--- src/rtl/mdio_pkg.sv ---
`default_nettype none
// ============================================================================
//  Module      : mdio_pkg
//  Description : Shared constants, field positions, FSM state type and the
//                Clause-22 frame builder for the MDIO management controller.
//  Revision    : 1.0 - initial release
// ============================================================================
package mdio_pkg;

    localparam int          c_FRAME_BITS     = 64;

    // Register offsets within the 16-byte window
    localparam logic [3:0]  c_OFF_CMD        = 4'h0;
    localparam logic [3:0]  c_OFF_STAT       = 4'h4;
    localparam logic [3:0]  c_OFF_DIV        = 4'h8;

    // Frame field encodings
    localparam logic [1:0]  c_ST             = 2'b01;
    localparam logic [1:0]  c_OP_READ        = 2'b10;
    localparam logic [1:0]  c_OP_WRITE       = 2'b01;
    localparam logic [1:0]  c_TA_WRITE       = 2'b10;

    // CMD register field positions
    localparam int          c_CMD_REGAD_LSB  = 0;
    localparam int          c_CMD_PHYAD_LSB  = 5;
    localparam int          c_CMD_OP_BIT     = 10;
    localparam int          c_CMD_WDATA_LSB  = 16;

    // Bit indices inside the frame
    localparam logic [5:0]  c_READ_TURN_BIT  = 6'd46;   // master releases MDIO from here
    localparam logic [5:0]  c_READ_DATA_BIT  = 6'd48;   // first PHY data bit

    typedef enum logic [0:0] {
        ST_IDLE  = 1'b0,
        ST_SHIFT = 1'b1
    } shift_state_t;

    // Full 64-bit frame, MSB transmitted first. For reads the TA/data positions
    // hold ones; they are never driven because txe is low there.
    function automatic logic [c_FRAME_BITS-1:0] build_frame(
        input logic        op_read,
        input logic [4:0]  phyad,
        input logic [4:0]  regad,
        input logic [15:0] wdata
    );
        build_frame = {32'hFFFF_FFFF, c_ST,
                       (op_read ? c_OP_READ : c_OP_WRITE),
                       phyad, regad,
                       (op_read ? 2'b11 : c_TA_WRITE),
                       (op_read ? 16'hFFFF : wdata)};
    endfunction

endpackage
`default_nettype wire

--- src/rtl/mdio_mgmt_ctrl_if.sv ---
`default_nettype none
// ============================================================================
//  Module      : mdio_mgmt_ctrl_if
//  Description : MGMT bus request/response bundle between the system hub
//                (master) and the MDIO controller (slave).
//  Revision    : 1.0 - initial release
// ============================================================================
interface mdio_mgmt_ctrl_if;
    logic        mgmt_req;
    logic [31:0] mgmt_adr;
    logic        mgmt_rwn;
    logic [1:0]  mgmt_wen;
    logic [31:0] mgmt_txd;
    logic        mgmt_ack;
    logic        mgmt_rxe;
    logic [31:0] mgmt_rxd;

    modport master (
        output mgmt_req, mgmt_adr, mgmt_rwn, mgmt_wen, mgmt_txd,
        input  mgmt_ack, mgmt_rxe, mgmt_rxd
    );

    modport slave (
        input  mgmt_req, mgmt_adr, mgmt_rwn, mgmt_wen, mgmt_txd,
        output mgmt_ack, mgmt_rxe, mgmt_rxd
    );
endinterface
`default_nettype wire

--- src/rtl/mdio_phy_shifter.sv ---
`default_nettype none
// ============================================================================
//  Module      : mdio_phy_shifter
//  Description : MDC divider, 64-bit Clause-22 frame shifter and read-data
//                capture. One start pulse runs exactly one frame.
//  Revision    : 1.0 - initial release
// ============================================================================
module mdio_phy_shifter
    import mdio_pkg::*;
(
    input  wire logic        clk,
    input  wire logic        rst,          // synchronous, active-low
    input  wire logic        i_start,
    input  wire logic        i_op_read,
    input  wire logic [4:0]  i_phyad,
    input  wire logic [4:0]  i_regad,
    input  wire logic [15:0] i_wdata,
    input  wire logic [7:0]  i_div,
    input  wire logic        i_mdio_rxd,
    output logic             o_mdc,
    output logic             o_txe,
    output logic             o_txd,
    output logic             o_busy,
    output logic             o_done,
    output logic [15:0]      o_rdata
);

    localparam logic [5:0] c_LAST_BIT = 6'(c_FRAME_BITS - 1);

    shift_state_t               r_state;
    shift_state_t               w_state_nxt;
    logic [7:0]                 r_cnt;
    logic [7:0]                 r_div_lat;     // divider frozen for the current bit
    logic                       r_mdc;
    logic [5:0]                 r_bit;
    logic [c_FRAME_BITS-1:0]    r_frame;
    logic                       r_txe;
    logic                       r_op_read;
    logic [15:0]                r_cap;
    logic [15:0]                r_rdata;
    logic                       r_done;

    logic                       w_phase_end;
    logic                       w_bit_end;
    logic                       w_last_bit;
    logic [5:0]                 w_next_bit;

    assign w_phase_end = (r_cnt == r_div_lat);
    assign w_bit_end   = w_phase_end && r_mdc;
    assign w_last_bit  = (r_bit == c_LAST_BIT);
    assign w_next_bit  = r_bit + 6'd1;

    // State register
    always_ff @(posedge clk) begin
        if (!rst) r_state <= ST_IDLE;
        else      r_state <= w_state_nxt;
    end

    // Next-state: leave idle on start, return after bit 63's high phase
    always_comb begin
        w_state_nxt = r_state;
        case (r_state)
            ST_IDLE:  if (i_start)                 w_state_nxt = ST_SHIFT;
            ST_SHIFT: if (w_bit_end && w_last_bit) w_state_nxt = ST_IDLE;
            default:                               w_state_nxt = ST_IDLE;
        endcase
    end

    // Divider, MDC phase, frame shift and read capture
    always_ff @(posedge clk) begin
        if (!rst) begin
            r_cnt     <= '0;
            r_div_lat <= '0;
            r_mdc     <= 1'b0;
            r_bit     <= '0;
            r_frame   <= '1;
            r_txe     <= 1'b0;
            r_op_read <= 1'b0;
            r_cap     <= '0;
            r_rdata   <= '0;
            r_done    <= 1'b0;
        end else begin
            r_done <= 1'b0;
            if (r_state == ST_IDLE) begin
                if (i_start) begin
                    r_frame   <= build_frame(i_op_read, i_phyad, i_regad, i_wdata);
                    r_op_read <= i_op_read;
                    r_cnt     <= '0;
                    r_div_lat <= i_div;
                    r_bit     <= '0;
                    r_mdc     <= 1'b0;
                    r_txe     <= 1'b1;
                end
            end else if (!w_phase_end) begin
                r_cnt <= r_cnt + 8'd1;
            end else begin
                r_cnt <= '0;
                if (!r_mdc) begin
                    r_mdc <= 1'b1;
                end else begin
                    // Last clk of the high phase: sample MDIO, then MDC falls
                    r_mdc <= 1'b0;
                    if (r_op_read && (r_bit >= c_READ_DATA_BIT))
                        r_cap <= {r_cap[14:0], i_mdio_rxd};
                    if (w_last_bit) begin
                        r_txe   <= 1'b0;
                        r_frame <= '1;
                        r_done  <= 1'b1;
                        if (r_op_read)
                            r_rdata <= {r_cap[14:0], i_mdio_rxd};
                    end else begin
                        r_bit     <= w_next_bit;
                        r_frame   <= {r_frame[c_FRAME_BITS-2:0], 1'b1};
                        r_txe     <= !(r_op_read && (w_next_bit >= c_READ_TURN_BIT));
                        r_div_lat <= i_div;
                    end
                end
            end
        end
    end

    assign o_mdc   = r_mdc;
    assign o_txe   = r_txe;
    assign o_txd   = r_frame[c_FRAME_BITS-1];
    assign o_busy  = (r_state == ST_SHIFT);
    assign o_done  = r_done;
    assign o_rdata = r_rdata;

endmodule
`default_nettype wire

--- src/rtl/mdio_mgmt_ctrl.sv ---
`default_nettype none
// ============================================================================
//  Module      : mdio_mgmt_ctrl
//  Description : MGMT-bus slave with CMD/STAT/DIV registers driving a
//                Clause-22 MDIO master toward the RGMII PHY.
//  Revision    : 1.0 - initial release
// ============================================================================
module mdio_mgmt_ctrl
    import mdio_pkg::*;
#(
    parameter logic [31:0] BASE_ADDR   = 32'h0000_0300,
    parameter logic [7:0]  DIV_DEFAULT = 8'd24
) (
    input  wire logic          clk,
    input  wire logic          rst,        // synchronous, active-low
    mdio_mgmt_ctrl_if.slave    mgmt,
    output logic               mdio_clk,
    output logic               mdio_txe,
    output logic               mdio_txd,
    input  wire logic          mdio_rxd
);

    logic [10:0] r_cmd;
    logic [15:0] r_wdata;
    logic [7:0]  r_div;
    logic        r_done;
    logic        r_ack;
    logic        r_rxe;
    logic [31:0] r_rxd;

    logic        w_hit;
    logic [3:0]  w_off;
    logic        w_busy;
    logic        w_frame_done;
    logic [15:0] w_rdata_phy;
    logic        w_cmd_wr;
    logic        w_start;
    logic        w_div_wr;
    logic        w_stat_rd;
    logic [15:0] w_start_wdata;
    logic [31:0] w_rdata;
    logic        w_unused_ok;

    assign w_hit     = mgmt.mgmt_req && (mgmt.mgmt_adr[31:4] == BASE_ADDR[31:4]);
    assign w_off     = mgmt.mgmt_adr[3:0];
    // CMD writes are dropped entirely while a frame is running
    assign w_cmd_wr  = w_hit && !mgmt.mgmt_rwn && (w_off == c_OFF_CMD) && !w_busy;
    assign w_start   = w_cmd_wr && mgmt.mgmt_wen[0];
    assign w_div_wr  = w_hit && !mgmt.mgmt_rwn && (w_off == c_OFF_DIV) && mgmt.mgmt_wen[0];
    assign w_stat_rd = w_hit && mgmt.mgmt_rwn && (w_off == c_OFF_STAT);

    // A start write that also carries WDATA must send the new value
    assign w_start_wdata = mgmt.mgmt_wen[1] ? mgmt.mgmt_txd[c_CMD_WDATA_LSB +: 16] : r_wdata;

    assign w_unused_ok = &{1'b0, mgmt.mgmt_txd[15:11]};

    // Read-data mux; unmapped offsets return zero
    always_comb begin
        w_rdata = '0;
        case (w_off)
            c_OFF_CMD:  w_rdata = {r_wdata, 5'b0, r_cmd};
            c_OFF_STAT: w_rdata = {w_rdata_phy, 14'b0, r_done, w_busy};
            c_OFF_DIV:  w_rdata = {24'b0, r_div};
            default:    w_rdata = '0;
        endcase
    end

    // Register file, sticky done flag and one-cycle bus response
    always_ff @(posedge clk) begin
        if (!rst) begin
            r_cmd   <= '0;
            r_wdata <= '0;
            r_div   <= DIV_DEFAULT;
            r_done  <= 1'b0;
            r_ack   <= 1'b0;
            r_rxe   <= 1'b0;
            r_rxd   <= '0;
        end else begin
            r_ack <= w_hit;
            r_rxe <= w_hit && mgmt.mgmt_rwn;
            r_rxd <= (w_hit && mgmt.mgmt_rwn) ? w_rdata : 32'h0;
            if (w_cmd_wr && mgmt.mgmt_wen[0])
                r_cmd <= mgmt.mgmt_txd[10:0];
            if (w_cmd_wr && mgmt.mgmt_wen[1])
                r_wdata <= mgmt.mgmt_txd[c_CMD_WDATA_LSB +: 16];
            if (w_div_wr)
                r_div <= mgmt.mgmt_txd[7:0];
            // Completion wins over a coincident STAT read
            if (w_frame_done)
                r_done <= 1'b1;
            else if (w_start || w_stat_rd)
                r_done <= 1'b0;
        end
    end

    mdio_phy_shifter u_shifter (
        .clk        (clk),
        .rst        (rst),
        .i_start    (w_start),
        .i_op_read  (mgmt.mgmt_txd[c_CMD_OP_BIT]),
        .i_phyad    (mgmt.mgmt_txd[c_CMD_PHYAD_LSB +: 5]),
        .i_regad    (mgmt.mgmt_txd[c_CMD_REGAD_LSB +: 5]),
        .i_wdata    (w_start_wdata),
        .i_div      (r_div),
        .i_mdio_rxd (mdio_rxd),
        .o_mdc      (mdio_clk),
        .o_txe      (mdio_txe),
        .o_txd      (mdio_txd),
        .o_busy     (w_busy),
        .o_done     (w_frame_done),
        .o_rdata    (w_rdata_phy)
    );

    assign mgmt.mgmt_ack = r_ack;
    assign mgmt.mgmt_rxe = r_rxe;
    assign mgmt.mgmt_rxd = r_rxd;

endmodule
`default_nettype wire

--- src/flat_wrapper.sv ---
// flat-port wrapper written by rule: the top's interface ports become plain ports
module mdio_mgmt_ctrl_flat import mdio_pkg::*;
#(
    parameter logic [31:0] BASE_ADDR   = 32'h0000_0300,
    parameter logic [7:0]  DIV_DEFAULT = 8'd24
)
  (clk, rst, mdio_clk, mdio_txe, mdio_txd, mdio_rxd, mgmt_mgmt_req, mgmt_mgmt_adr, mgmt_mgmt_rwn, mgmt_mgmt_wen, mgmt_mgmt_txd, mgmt_mgmt_ack, mgmt_mgmt_rxe, mgmt_mgmt_rxd);
  mdio_mgmt_ctrl_if mgmt_i ();
  input  wire logic clk;
  input  wire logic rst;
  output logic mdio_clk;
  output logic mdio_txe;
  output logic mdio_txd;
  input  wire logic mdio_rxd;
  input wire logic [$bits(mgmt_i.mgmt_req)-1:0] mgmt_mgmt_req;
  input wire logic [$bits(mgmt_i.mgmt_adr)-1:0] mgmt_mgmt_adr;
  input wire logic [$bits(mgmt_i.mgmt_rwn)-1:0] mgmt_mgmt_rwn;
  input wire logic [$bits(mgmt_i.mgmt_wen)-1:0] mgmt_mgmt_wen;
  input wire logic [$bits(mgmt_i.mgmt_txd)-1:0] mgmt_mgmt_txd;
  output wire logic [$bits(mgmt_i.mgmt_ack)-1:0] mgmt_mgmt_ack;
  output wire logic [$bits(mgmt_i.mgmt_rxe)-1:0] mgmt_mgmt_rxe;
  output wire logic [$bits(mgmt_i.mgmt_rxd)-1:0] mgmt_mgmt_rxd;
  assign mgmt_i.mgmt_req = mgmt_mgmt_req;
  assign mgmt_i.mgmt_adr = mgmt_mgmt_adr;
  assign mgmt_i.mgmt_rwn = mgmt_mgmt_rwn;
  assign mgmt_i.mgmt_wen = mgmt_mgmt_wen;
  assign mgmt_i.mgmt_txd = mgmt_mgmt_txd;
  assign mgmt_mgmt_ack = mgmt_i.mgmt_ack;
  assign mgmt_mgmt_rxe = mgmt_i.mgmt_rxe;
  assign mgmt_mgmt_rxd = mgmt_i.mgmt_rxd;
  mdio_mgmt_ctrl #(.BASE_ADDR(BASE_ADDR), .DIV_DEFAULT(DIV_DEFAULT)) u_core (.clk(clk), .rst(rst), .mgmt(mgmt_i), .mdio_clk(mdio_clk), .mdio_txe(mdio_txe), .mdio_txd(mdio_txd), .mdio_rxd(mdio_rxd));
endmodule
--- config.mk ---
export PLATFORM = sky130hd
export DESIGN_NAME = mdio_mgmt_ctrl_flat
export DESIGN_NICKNAME = d
export VERILOG_FILES = /design/src/rtl/mdio_pkg.sv /design/src/rtl/mdio_mgmt_ctrl_if.sv /design/src/rtl/mdio_phy_shifter.sv /design/src/rtl/mdio_mgmt_ctrl.sv /design/src/flat_wrapper.sv
export SDC_FILE = /design/constraint.sdc
export NUM_CORES = 1
export LEC_CHECK = 0
export BUFFER_PORTS_ARGS = -buffer_cell sky130_fd_sc_hd__buf_2
export CAP_MARGIN = 20
export CORE_MARGIN = 4
export CORE_UTILIZATION = 50
export DETAILED_ROUTE_END_ITERATION = 8
export PLACE_DENSITY = 0.71
export SLEW_MARGIN = 5
export SYNTH_ARGS = -nofsm -noshare
export SYNTH_HDL_FRONTEND = slang
export SYNTH_SLANG_ARGS = --single-unit
--- constraint.sdc ---
create_clock -name clk -period 3.62 [get_ports clk]
set_clock_uncertainty 0.2 [all_clocks]
set_input_delay 0.724 -clock clk [delete_from_list [all_inputs] [get_ports clk]]
set_output_delay 0.724 -clock clk [all_outputs]
set_load 0.03 [all_outputs]
==> flow_metrics.env <==
export IMPL_layout_common_cells="dfxtp_1 (187), nand2_1 (96), buf_2 (96)"
export IMPL_drc=0
export IMPL_cp_slowest_stage_delay_ps=750
export IMPL_ys_types=54
export IMPL_coreArea_mm2=0.0158
export IMPL_nNetsFinal=1030
export IMPL_worstSetupPathType="in -> reg"
export IMPL_yosys_warnings=0
export IMPL_hpwl_um=12600
export IMPL_crit_family="simple AND/OR/NAND/NOR gates"
export IMPL_hold_viol=0
export IMPL_io_pins=108
export IMPL_setup_ws_ps=788
export IMPL_drive_gt1_frac=0.198
export IMPL_fmax_mhz=353
export IMPL_routed_via_density=5.62
export IMPL_synthSimpleGateAreaFrac=0.200
export IMPL_hp_start="u_core.r_cmd[8]"
export IMPL_setup_violations=0
export IMPL_clkLatencyLatePin_ps=430
export IMPL_cts_setup_buffers=0
export IMPL_seq_area_mm2=0.00374
export IMPL_p_leak_nw=3.40
export IMPL_post_dp_cell_area_mm2=0.00870
export IMPL_holdWs_ps=246
export IMPL_cts_root_buf="clkbuf_16"
export IMPL_synthArstFlopShare=0
export IMPL_synth_area_mux_share=0.118
export IMPL_design_area_mm2=0.00933
export IMPL_synthAdderAreaFrac=0.00468
export IMPL_post_route_min_period_ps=2830
export IMPL_clk_pin_slew_ps=60
export IMPL_syn_area_mm2=0.00801
export IMPL_r2r_slack_ps=930
export IMPL_syn2layout_area_growth_pct=16.4
export IMPL_cts_tree="done"
export IMPL_multiInputGateArea_mm2=0.00395
export IMPL_p_per_area_mw_per_mm2=449
export IMPL_cts_buffers=17
export IMPL_irDropWorstVdd_v=0.000352
export IMPL_avgSynthCellArea_um2=9.00
export IMPL_timing_rr_end="u_core.u_shifter.r_frame[57]"
export IMPL_antenna_found_initial=0
export IMPL_drt_iter0_drc=559
export IMPL_max_slew_margin_rel=0.599
export IMPL_htree_levels=4
export IMPL_tightest_slew_ps=596
export IMPL_cts_hold_buf=0
export IMPL_r2r_start="u_core.u_shifter.r_cnt[3]"
export IMPL_vias=6650
export IMPL_gp_congestion=0.811
export IMPL_grt_ovfl_total=0
export IMPL_critPathMaxFanout=39
export IMPL_cts_resized=0
export IMPL_synth_compound_area_frac=0.151
export IMPL_ant_nets=0
export IMPL_post_route_period_util=0.782
export IMPL_worstSetupStartpointType="input port"
export IMPL_synth_edf_count=0
export IMPL_rows=46
export IMPL_min_to="u_core.r_cmd[8]"
export IMPL_finalMaxSlewViolations=0
export IMPL_die_w_um=135
export IMPL_final_core_util=0.592
export IMPL_drt_wl_total_um=19200
export IMPL_wl_per_cell_um=16.2
export IMPL_start_util=0.508
export IMPL_rsz0062_at_grt="false"
export IMPL_first_pass_iters=5
export IMPL_grt_pass1_vias=6210
export IMPL_crit_arrival_ps=2910
export IMPL_reg2reg_depth=6
export IMPL_dp_slack_ps=359
export IMPL_ys_ff_latch=187
export IMPL_synth_flop_cell="dfxtp_1"
export IMPL_cts_sinks=187
export IMPL_required_ps=3700
export IMPL_synth_xor_area_frac=0.0120
export IMPL_crit_slowest_cell="or4_2"
export IMPL_min_path_type="reg -> reg"
export IMPL_final_common_cell="dfxtp_1"
export IMPL_synth_top_family_by_area="simple AND/OR/NAND/NOR gates"
export IMPL_crit_chain="buf_2 > nor4b_1 > nand4_1 > or4_2 > buf_4 > a211oi_1 > o21ai_0"
export IMPL_path_buf_inv=2
export IMPL_die_area_mm2=0.0181
export IMPL_fillers=1403
export IMPL_n_antenna_cell=0
export IMPL_final_setup_tns_ps=0
export IMPL_maxCapViolCount=0
export IMPL_status="complete, no violations"
export IMPL_fp_dieH_um=135
export IMPL_cts_buffer_depth=2
export IMPL_ys_seq_area_frac=0.467
export IMPL_endpoint_kind="flop"
export IMPL_portBuffers=97
export IMPL_hold_depth=2
export IMPL_syn_instance_count=890
export IMPL_grt_usage=0.216
export IMPL_grt_pass1_wl_um=31800
export IMPL_grt_max_degree=129
## worst max path at each step
stage | from | end | depth (start not counted) | slack (ps)
finish | mgmt_mgmt_adr[4] | u_core.u_shifter.r_frame[57] | 7 | 790
global route | mgmt_mgmt_adr[4] | u_core.u_shifter.r_frame[34] | 7 | 610
CTS | mgmt_mgmt_adr[4] | u_core.u_shifter.r_frame[40] | 7 | 820
detailed placement | mgmt_mgmt_adr[4] | u_core.u_shifter.r_frame[59] | 7 | 360
global placement | mgmt_mgmt_adr[4] | u_core.u_shifter.r_frame[40] | 7 | 360
floorplan | mgmt_mgmt_adr[4] | u_core.u_shifter.r_frame[22] | 8 | 850
## registers in the layout, summed over array words and instances, names as in the netlist
register	count
u_core.mgmt.mgmt_ack	1
u_core.mgmt.mgmt_rxd	27
u_core.mgmt.mgmt_rxe	1
u_core.r_cmd	11
u_core.r_div	8
u_core.r_done	1
u_core.r_wdata	16
u_core.u_shifter.o_busy	1
u_core.u_shifter.o_done	1
u_core.u_shifter.o_mdc	1
u_core.u_shifter.o_rdata	16
u_core.u_shifter.o_txe	1
u_core.u_shifter.r_bit	6
u_core.u_shifter.r_cap	15
u_core.u_shifter.r_cnt	8
u_core.u_shifter.r_div_lat	8
u_core.u_shifter.r_frame	64
u_core.u_shifter.r_op_read	1
## tightest hold or removal path, stage by stage (launching register included)
cell,delay (ps)
dfxtp_1,300
nand2_1,50
a21oi_1,50
## report_power, final
part | internal (W) | switching, W
registers | 0.00206 | 0.0000000000000432
clock network | 0.00119 | 0.000785
logic | 0.0000577 | 0.0000943
## Yosys cell counts, types with 9 or more instances
cell | n | area (um2)
a211oi_1 | 35 | 263
a21oi_1 | 17 | 85.1
a22oi_1 | 18 | 135
buf_2 | 11 | 55.1
clkbuf_1 | 57 | 214
dfxtp_1 | 187 | 3740
mux2_2 | 19 | 214
mux2i_1 | 73 | 731
nand2_1 | 96 | 360
nand2b_1 | 14 | 87.6
nand3_1 | 46 | 230
nor2_1 | 73 | 274
nor3_1 | 42 | 210
nor4_1 | 9 | 56.3
o211ai_1 | 28 | 210
o21ai_0 | 45 | 225
o22ai_1 | 24 | 150
xnor2_1 | 9 | 78.8
## area by class of cell
| class | count | area share |
|---|---|---|
| clock buffers | 21 | 0.0494 |
| clock inverters | 10 | 0.0177 |
| inverters | 6 | 0.00241 |
| multi-input cells | 621 | 0.423 |
| flip-flops and latches | 187 | 0.401 |
| well taps | 216 | 0.0290 |
| repair buffers | 123 | 0.0773 |
## metal layers
| layer | track usage | share of wire |
|---|---|---|
| met1 | 0.293 | 0.47 |
| met2 | 0.350 | 0.47 |
| met3 | 0.0406 | 0.043 |
| met4 | 0.0667 | 0.011 |
| met5 | 0 | 0 |
## through the flow
step | power (W) | std cells
2_1_floorplan | 0.00219 | 894
3_3_place_gp | 0.00225 | 1153
3_5_place_dp | 0.00225 | 1153
4_1_cts | 0.00420 | 1184
5_1_grt | 0.00431 | 1184
6_report | 0.00418 | 1184
## logic make-up after synthesis
group           Yosys count
simple gates            326
flops                   187
compound gates          184
mux                      92
buf+inv                  86
xor+xnor                 11
fa+ha+maj                 3
other cells               1
Note: power is estimated with default switching activity, not from simulation.
